File: config.mk
export PLATFORM = sky130hd
export DESIGN_NAME = fetch_stage
export DESIGN_NICKNAME = d
export VERILOG_FILES = /design/src/rtl/fetch_stage.sv
export SDC_FILE = /design/constraint.sdc
export NUM_CORES = 1
export LEC_CHECK = 0
export BUFFER_PORTS_ARGS = -buffer_cell sky130_fd_sc_hd__buf_2
export CORE_ASPECT_RATIO = 0.9
export CORE_MARGIN = 2
export CORE_UTILIZATION = 33
export CTS_BUF_LIST = sky130_fd_sc_hd__clkbuf_4
export DETAILED_ROUTE_END_ITERATION = 10
export PLACE_DENSITY_LB_ADDON = 0.25
export SETUP_SLACK_MARGIN = 0.2
export SLEW_MARGIN = 20
export SYNTH_ARGS = -nofsm -noshare
export SYNTH_HDL_FRONTEND = slang
export SYNTH_SLANG_ARGS = --single-unit
export TNS_END_PERCENT = 50
File: constraint.sdc
create_clock -name clk -period 15.12 [get_ports clk]
set_input_delay 2.268 -clock clk [delete_from_list [all_inputs] [get_ports clk]]
set_output_delay 2.268 -clock clk [all_outputs]
set_load 0.01 [all_outputs]
File: src/rtl/fetch_stage.sv
// Instruction-fetch stage: fetch PC, in-flight tag queue, prefetch FIFO and IF/ID register.
// Define FETCH_PERF_EN to build the perf_fetched/perf_bubbles counters; otherwise both read 0.
module fetch_stage #(
  parameter logic [31:0] RESET_PC   = 32'h0000_0000,
  parameter int          FIFO_DEPTH = 2
) (
  input  logic        clk,
  input  logic        reset,
  input  logic        stall_f,
  input  logic        stall_d,
  input  logic        flush_d,
  input  logic        pc_src_e,
  input  logic [31:0] pc_target_e,
  output logic        imem_req_valid,
  input  logic        imem_req_ready,
  output logic [31:0] imem_req_addr,
  input  logic        imem_rsp_valid,
  input  logic [31:0] imem_rsp_data,
  output logic [31:0] instr_d,
  output logic [31:0] pc_d,
  output logic [31:0] pc_plus4_d,
  output logic        valid_d,
  output logic [31:0] perf_fetched,
  output logic [31:0] perf_bubbles
);
  localparam int AW = $clog2(FIFO_DEPTH);
  localparam int CW = AW + 1;
  localparam logic [CW:0] DEPTH_C = (CW + 1)'(FIFO_DEPTH);
  localparam logic [31:0] NOP = 32'h0000_0013;

  logic [31:0]   pc_f;
  logic [31:0]   tag_mem [FIFO_DEPTH];
  logic [AW-1:0] tag_wr, tag_rd;
  logic [CW-1:0] outstanding, drop_cnt;
  logic [31:0]   pf_pc   [FIFO_DEPTH];
  logic [31:0]   pf_data [FIFO_DEPTH];
  logic [AW-1:0] pf_wr, pf_rd;
  logic [CW-1:0] pf_count;

  logic          fire, pop, push;
  logic [CW:0]   credit_used;
  logic [CW-1:0] outstanding_net;

  assign fire = imem_req_valid && imem_req_ready;
  assign pop  = (pf_count != '0) && !pc_src_e && !flush_d && !stall_d;
  // a response is kept only when it is not stale and the FIFO is not being cleared
  assign push = imem_rsp_valid && (drop_cnt == '0) && !pc_src_e;

  assign credit_used = {1'b0, outstanding} + {1'b0, pf_count} - {{CW{1'b0}}, pop};
  assign imem_req_valid = !reset && !stall_f && !pc_src_e && (credit_used < DEPTH_C);
  assign imem_req_addr  = pc_f;
  assign outstanding_net = outstanding - {{AW{1'b0}}, imem_rsp_valid};

  always_ff @(posedge clk) begin
    if (fire) tag_mem[tag_wr] <= pc_f;
    if (push) begin
      pf_pc[pf_wr]   <= tag_mem[tag_rd];
      pf_data[pf_wr] <= imem_rsp_data;
    end
  end

  always_ff @(posedge clk or posedge reset) begin
    if (reset) begin
      pc_f        <= RESET_PC;
      tag_wr      <= '0;
      tag_rd      <= '0;
      outstanding <= '0;
      drop_cnt    <= '0;
      pf_wr       <= '0;
      pf_rd       <= '0;
      pf_count    <= '0;
    end else begin
      if (pc_src_e)  pc_f <= pc_target_e;
      else if (fire) pc_f <= pc_f + 32'd4;

      if (fire)           tag_wr <= tag_wr + 1'b1;
      if (imem_rsp_valid) tag_rd <= tag_rd + 1'b1;
      outstanding <= outstanding_net + {{AW{1'b0}}, fire};

      if (pc_src_e) begin
        drop_cnt <= outstanding_net;
        pf_wr    <= '0;
        pf_rd    <= '0;
        pf_count <= '0;
      end else begin
        if (imem_rsp_valid && drop_cnt != '0) drop_cnt <= drop_cnt - 1'b1;
        if (push) pf_wr <= pf_wr + 1'b1;
        if (pop)  pf_rd <= pf_rd + 1'b1;
        pf_count <= pf_count + {{AW{1'b0}}, push} - {{AW{1'b0}}, pop};
      end
    end
  end

  always_ff @(posedge clk or posedge reset) begin
    if (reset) begin
      instr_d    <= NOP;
      pc_d       <= '0;
      pc_plus4_d <= '0;
      valid_d    <= 1'b0;
    end else if (flush_d) begin
      instr_d    <= NOP;
      pc_d       <= '0;
      pc_plus4_d <= '0;
      valid_d    <= 1'b0;
    end else if (!stall_d) begin
      if (pop) begin
        instr_d    <= pf_data[pf_rd];
        pc_d       <= pf_pc[pf_rd];
        pc_plus4_d <= pf_pc[pf_rd] + 32'd4;
        valid_d    <= 1'b1;
      end else begin
        instr_d    <= NOP;
        pc_d       <= '0;
        pc_plus4_d <= '0;
        valid_d    <= 1'b0;
      end
    end
  end

`ifdef FETCH_PERF_EN
  logic        load_bubble;
  logic [31:0] perf_fetched_q, perf_bubbles_q;

  assign load_bubble = flush_d || (!stall_d && !pop);

  always_ff @(posedge clk or posedge reset) begin
    if (reset) begin
      perf_fetched_q <= '0;
      perf_bubbles_q <= '0;
    end else begin
      if (pop)         perf_fetched_q <= perf_fetched_q + 32'd1;
      if (load_bubble) perf_bubbles_q <= perf_bubbles_q + 32'd1;
    end
  end

  assign perf_fetched = perf_fetched_q;
  assign perf_bubbles = perf_bubbles_q;
`else
  assign perf_fetched = '0;
  assign perf_bubbles = '0;
`endif
endmodule

==> run_results.csv, run 1 <==
group,metric,value,unit
global_route,grt_first_pass_wirelength,51900,um
synth,synth_cell_types,64,
worst_setup_path,critical_path.cell_chain,"buf_2 > buf_4 > or4_2 > buf_4 > clkinv_1 > ha_1 > nand2b_1 > fa_1 > nor4b_1 > and2_1 > buf_2",
detailed_routing,finalWirelength,33800,um
worst_setup_path,cp.depth,11,
detailed_routing,drt_iter0_drc,521,
global_route,antenna_found_initial,2,
worst_setup_path,cp-endpoint,"imem_req_valid",
worst_setup_path,cp-start-kind,"input pin",
timing,slew_violations,0,
worst_setup_path,timing.critical_path.buf_inv,5,
placed_design,placed_area,15300,sq um
synth,syn_avg_cell_area,13.2,sq um
synth,seq_area_frac_synth,0.659,
global_route,grt_pass1_vias,8807,
synth,netlist_instances,1060,
worst_setup_path,crit_type,"in -> out",
clock_tree,clkLatencyLatePin,750,ps
detailed_routing,firstDrtPassIters,4,
timing,worst_pin_slew,1070,ps
final_layout,finalCoreUtilization,0.396,
detailed_routing,drc,0,
floorplan,dieArea,44000,sq um
synth,synth_edf_count,192,
worst_setup_path,reg2reg_slack,8940,ps
worst_setup_path,crit_fanout,82,
placed_design,place.gp.congestion,0.767,
clock_tree,cts_buffers,89,
clock_tree,cts.sinks,329,
flow_run,maxCapViolations,0,
worst_setup_path,ff2ff_path_depth,13,
floorplan,initial_utilization,0.334,
timing,rsz0062_at_grt,"false",
clock_tree,cts.path.max_buffers,3,
timing,finalWorstSetupSlack,6530,ps
floorplan,die_h,199,um
worst_setup_path,cp.required,12850,ps
timing,fmax,116,MHz
placed_design,dpl_worst_slack,6430,ps
final_layout,drive_gt1_frac,0.307,
worst_setup_path,r2r_end,"imem_req_addr[23]",
floorplan,core.rowCount,71,
placed_design,dp_hpwl,22100,um
worst_hold_path,hold_path_class,"reg -> reg",
placed_design,portBuffers,201,
detailed_routing,ant_nets,0,
global_route,grt.total_usage,0.152,
worst_setup_path,cp_slowest_stage_delay,860,ps
timing,skew,42.1,ps
timing,finalSetupViolCount,0,
synth,ys.flop_type,"edfxtp_1",
timing,slew_headroom,0.283,
synth,ys_ff_latch,329,
synth,ys_async_sr_fraction,0.416,
pwr,powerDensity,131,nW/um^2
timing,hold_viol_final,0,
synth,synth_area,14000,sq um
floorplan,coreArea,41800,sq um
timing,final.min_clock_period,8590,ps
timing,setup_tns,0,ps
worst_setup_path,arrival,6330,ps
pwr,ir_worst_vdd,0.0554,mV
clock_tree,hold_buffers,0,
clock_tree,ctsResizeCount,0,
worst_setup_path,endpoint_kind,"output pin",
clock_tree,clk_pin_slew,50,ps
final_layout,fin_area,16500,sq um
floorplan,die_w,221,um
synth,yosysWarnings,0,
timing,finalCritPeriodShare,0.568,
global_route,grt_max_degree,93,
detailed_routing,viasPerCell,4.72,
clock_tree,cts-root-buf,"clkbuf_4",
floorplan,io-pin-count,266,
worst_setup_path,slowest_stage,"clkinv_1",
global_route,grt_overflow,0,
worst_setup_path,crit-reg2reg-launch,"pf_count[0]",
final_layout,area_growth,18.5,%
worst_hold_path,whs_path_depth,2,
pwr,cellLeakagePower,6.74,nW
clock_tree,post_cts_buffers,0,
worst_setup_path,cp-startpoint,"pc_src_e",
clock_tree,cts_tree,"built",
pwr,power,2.17,mW
detailed_routing,wl_per_cell,17.5,um
clock_tree,h-tree-depth,3,
status,status,"finished, final reports clean",
final_layout,fin_nets,1394,
detailed_routing,vias,9136,
worst_setup_path,critPathTopFamily,"buffers and inverters",
==> power breakdown <==
part | switching (mW) | internal [mW] | leakage (nW)
clock | 0.367 | 0.486 | 0.741
combinational | 0.156 | 0.0980 | 2.43
sequential | 0.0406 | 1.02 | 3.56
total | 0.564 | 1.61 | 6.74
==> flip-flops by register name (all words and copies together) (netlist names) <==
register,count
pf_data,64
pf_pc,64
tag_mem,64
imem_req_addr,32
instr_d,32
pc_d,32
pc_plus4_d,30
drop_cnt,2
outstanding,2
pf_count,2
pf_rd,1
pf_wr,1
tag_rd,1
tag_wr,1
valid_d,1
==> cells by family (layout without fill, tap and decap cells) <==
group                      after synthesis  count (layout)  share of synthesized area
AOI/OAI and AO/OA                      176             176                     0.0818
xor gates and xnor gates                31              31                     0.0194
adders and majority gates               10              10                    0.00950
buffers and inverters                  136             397                     0.0575
DFF                                    329             329                      0.659
muxes                                   98              98                     0.0737
other                                    1              67                   0.000269
and+or+nand+nor                        279             279                     0.0990
==> cell type report <==
cell class                      count  area [sq um]
Fill cell                        4128         25200
Sequential cell                   329          9200
Multi-Input combinational cell    658          4220
Clock buffer                      146          1100
Timing Repair Buffer              211          1080
Tap cell                          547           684
Clock inverter                     17           158
Inverter                           23          91.3
Antenna cell                        3          7.51
==> metrics by stage <==
step | hold WS [ps] | cells
global route | 497 | 1934
finish | 472 | 1934
detailed placement | 465 | 1768
global placement | 456 | 1768
floorplan | 460 | 1123
CTS | 478 | 1931
==> worst min path at each step <==
stage / slack [ps] / endpoint / startpoint
after floorplan: 460 / tag_wr / tag_wr
final: 470 / pc_plus4_d[2] / pc_plus4_d[2]
after global placement: 460 / instr_d[13] / instr_d[13]
after detailed placement: 470 / instr_d[21] / instr_d[21]
after CTS: 480 / pc_plus4_d[2] / pc_plus4_d[2]
after global routing: 500 / instr_d[21] / instr_d[21]
==> cells in the final DEF (no fill, tap or decap), types with 4 or more instances in the layout <==
cell type | Yosys | final
a221o_1 | 5 | 5
a21o_1 | 4 | 4
xnor2_1 | 19 | 19
nand3_1 | 34 | 34
or4_1 | 5 | 4
a32o_1 | 6 | 6
o21ai_0 | 93 | 93
or3_1 | 11 | 11
nor3_1 | 7 | 7
buf_2 | 5 | 201
nor2_1 | 26 | 23
edfxtp_1 | 192 | 192
nand2_1 | 132 | 132
and2_1 | 5 | 5
a22o_1 | 4 | 4
o31a_1 | 4 | 4
clkbuf_4 | 0 | 146
xor2_1 | 12 | 12
o31ai_1 | 5 | 5
a31oi_1 | 7 | 7
dfrtp_1 | 134 | 133
ha_1 | 9 | 9
nor4_1 | 8 | 8
and3_1 | 4 | 4
o211ai_1 | 11 | 11
nand4_1 | 20 | 20
inv_1 | 21 | 20
buf_4 | 70 | 10
mux2_2 | 35 | 35
nand4b_1 | 4 | 4
o311ai_0 | 11 | 11
conb_1 | 1 | 64
a21oi_1 | 11 | 11
nand3b_1 | 6 | 6
clkinv_1 | 1 | 10
mux2i_1 | 62 | 62
==> cell usage after synthesis, types with 4 or more instances <==
cell type,count,area (sq um)
xnor2_1,19,166
and3_1,4,25.0
nor3_1,7,35.0
o311ai_0,11,96.3
or4_1,5,37.5
or3_1,11,68.8
dfrtp_1,134,3350
mux2i_1,62,621
a221o_1,5,50.1
a32o_1,6,60.1
nor2_1,26,97.6
buf_2,5,25.0
edfxtp_1,192,5770
a21o_1,4,30.0
nand4b_1,4,35.0
nand2_1,132,495
nor2b_1,4,25.0
inv_1,21,78.8
mux2_2,35,394
o21ai_0,93,465
buf_4,70,526
a21oi_1,11,55.1
nand4_1,20,125
clkbuf_1,34,128
o211ai_1,11,82.6
a31oi_1,7,43.8
ha_1,9,113
nor4_1,8,50.1
a22o_1,4,35.0
o31a_1,4,35.0
nand3_1,34,170
nand3b_1,6,45.0
and2_1,5,31.3
xor2_1,12,105
o31ai_1,5,37.5
==> per-layer routing <==
metal / vias to the layer above / track usage / part of all wire
li1: 4347 / - / -
met1: 4432 / 0.225 / 0.49
met2: 299 / 0.211 / 0.43
met3: 58 / 0.0447 / 0.065
met4: 0 / 0.0507 / 0.019
met5: - / 0 / 0
==> tightest hold or removal path: stages, from the launching register on <==
cell and delay (ps):
dfrtp_1 330, nand2_1 50, o21ai_0 60
(Power assumes the default switching activity.)
==> run 2: changes to the inputs <==
- ABC_AREA: not set -> 1
- clock period: 15.12 -> 7.2 ns (I/O delays scaled with it)
==> run 2 against run 1 <==
  * Die area increased by 3.4%
  * Count of clock-buffer cells in the layout decreased by 6
  * Sequential power increased by 110%
  * Register-to-register slack got worse by 5400 ps
  * Core utilization decreased by 0.31 points
  * Critical path depth increased by 1
  * Hold slack got worse by 10 ps
  * Non-clock buffer count increased by 1
  * Combinational power increased by 140%
  * Via count increased by 11%
  * Flip-flop and latch count unchanged
  * Design area increased by 2.3%
==> run_results.csv, run 2 <==
group,metric,value,unit
synth,synth_edf_count,192,
synth,synth.most_common_cell,"nand2_1",
synth,yosysWarnings,0,
pwr,seq_power_share,0.492,
status,status,"finished, final reports clean",
global_route,grt_max_degree,79,
global_route,grt_first_pass_wirelength,56300,um
pwr,p_clk_frac,0.377,
synth,synth_top_cells_by_count,"370 x nand2_1, 192 x edfxtp_1, 152 x nor2_1",
floorplan,coreArea,43100,sq um
detailed_routing,drt_iter0_drc,658,
clock_tree,h-tree-depth,3,
clock_tree,cts_buffers,86,
final_layout,multiInputGateArea,4420,sq um
synth,synth_cell_types,39,
pwr,sw_frac_of_total,0.275,
timing,final.min_clock_period,4640,ps
floorplan,initial_utilization,0.336,
timing,hold_slack,461,ps
clock_tree,post_cts_buffers,0,
final_layout,fin_nets,1695,
floorplan,die_h,203,um
worst_setup_path,arrival,3560,ps
synth,ys_async_sr_fraction,0.416,
detailed_routing,firstDrtPassIters,6,
placed_design,dp_hpwl,24000,um
synth,netlist_instances,1365,
final_layout,fillers,4293,
detailed_routing,wl_per_cell,16.2,um
pwr,switchingPower,1.25,mW
worst_setup_path,crit_type,"in -> out",
worst_setup_path,crit_fanout,37,
detailed_routing,vias,10100,
worst_setup_path,cp-start-kind,"input pin",
final_layout,drive_gt1_frac,0.262,
floorplan,core.rowCount,72,
synth,synth_top_area_share,0.399,
pwr,cellLeakagePower,7.55,nW
final_layout,final_common_cell,"nand2_1",
synth,synth_area,14400,sq um
final_layout,area_growth,17.2,%
clock_tree,cts.path.max_buffers,3,
global_route,grt.total_usage,0.161,
timing,slew_violations,0,
detailed_routing,viasPerCell,4.51,
synth,ys.flop_type,"edfxtp_1",
global_route,antenna_found_initial,2,
pwr,power,4.56,mW
flow_run,maxCapViolations,0,
detailed_routing,finalWirelength,36200,um
clock_tree,cts-root-buf,"clkbuf_4",
final_layout,seq_area,9200,sq um
pwr,p_int,3.31,mW
timing,skew,46.1,ps
placed_design,portBuffers,201,
clock_tree,hold_buffers,0,
pwr,combPwrFrac,0.131,
timing,worst_pin_slew,991,ps
global_route,grt_pass1_vias,9985,
clock_tree,ctsResizeCount,0,
detailed_routing,ant_nets,0,
synth,yosys.area.top_type,"edfxtp_1",
worst_setup_path,endpoint_kind,"output pin",
floorplan,io-pin-count,266,
timing,finalSetupViolCount,0,
timing,rsz0062_at_grt,"false",
worst_hold_path,hold_path_class,"in -> async",
pwr,powerDensity,269,nW/um^2
timing,hold_viol_final,0,
clock_tree,cts_tree,"built",
timing,setup_tns,0,ps
pwr,ir_worst_vdd,0.105,mV
worst_setup_path,cp.required,6120,ps
clock_tree,clkLatencyLatePin,780,ps
synth,syn_avg_cell_area,10.6,sq um
synth,seq_area_frac_synth,0.637,
synth,ys_ff_latch,329,
placed_design,place.gp.congestion,0.817,
global_route,grt_overflow,0,
floorplan,die_w,225,um
synth,synth.area.top_cells,"edfxtp_1 40%, dfrtp_1 23%, nand2_1 9.6%",
clock_tree,clk_pin_slew,80,ps
clock_tree,cts.sinks,329,
timing,slew_headroom,0.338,
timing,finalCritPeriodShare,0.644,
timing,fmax,216,MHz
floorplan,dieArea,45500,sq um
final_layout,top_regs,"pf_data: 64 flops, pf_pc: 64 flops, tag_mem: 64 flops",
final_layout,final_cell_mix,"370 x nand2_1, 201 x buf_2, 192 x edfxtp_1, 148 x nor2_1, 140 x clkbuf_4",
detailed_routing,drc,0,
-- run 2: changes by cell type after synthesis, moves of 13 or more --
cell and delta:
inv_1 +61, mux2i_1 -62, nand2_1 +238, nand2_2 +14, nand3_1 +36, nor2_1 +126, o21ai_0 -49, o31ai_1 +27
xnor2_1 -13, xor2_1 +13
-- run 2: per-stage QoR --
step	worst slack (ps)	instances	area (sq um)	util
floorplan	1900	1428	14700	-
global placement	2540	2080	15800	0.366
detailed placement	2400	2080	15800	0.366
CTS	2550	2237	16900	0.393
global route	2360	2240	16900	0.393
finish	2560	2240	16900	0.393
-- run 2: layout make-up --
cell class	instances	share of cell area
clock inverter	17	0.00687
timing repair buffer	212	0.0643
inverter	91	0.0205
clock buffer	140	0.0621
multi-input combinational	893	0.261
sequential	329	0.543
tap	555	0.0410
antenna	3	0.000443
-- run 2: critical path, cell delays in order --
cell     delay (ps)
buf_2           330
nor3_4          410
nand2_2         100
inv_1           130
ha_1            240
or2_2           300
fa_1            490
nand2_1          50
nor3_1          140
nand2_1          90
inv_2            70
buf_2           120
-- run 2: logic make-up (layout without fill, tap and decap cells) --
group	count (synthesis)	in the layout	share of synthesized area
adders and majority gates	10	10	0.00918
xor gates and xnor gates	31	31	0.0188
AOI/OAI and AO/OA	114	114	0.0507
buffers and inverters	206	460	0.0749
muxes	32	32	0.0249
DFF	329	329	0.637
and+or+nand+nor	642	642	0.185
other	1	67	0.000260
-- run 2: layer usage --
layer,share of wire,vias to the layer above,GRT usage
met3,0.050,61,0.0423
met4,0.018,0,0.0511
met1,0.50,4833,0.238
met5,0,-,0
met2,0.43,235,0.230
li1,-,4975,-
-- run 2: worst paths after layout --
kind / start / to / slack [ps] / cells after the start
min in group clk: pc_plus4_d[30] / pc_plus4_d[30] / 480 / 2
max in group asynchronous: reset / pc_plus4_d[16] / 5350 / 3
worst max register to register: pf_count[1] / outstanding[1] / 3510 / 15
worst min register to register: pc_plus4_d[30] / pc_plus4_d[30] / 480 / 2
worst max-delay path: pc_src_e / imem_req_valid / 2560 / 12
worst min-delay path: reset / imem_req_addr[5] / 460 / 2
-- run 2: power by group through the flow --
stage / clock [mW] / combinational, mW / sequential [mW]
after global placement: 0 / 0.594 / 2.28
after detailed placement: 0 / 0.603 / 2.28
final: 1.72 / 0.599 / 2.24
after global routing: 1.88 / 0.673 / 2.26
after floorplan: 0 / 0.415 / 2.27
after CTS: 1.78 / 0.607 / 2.24
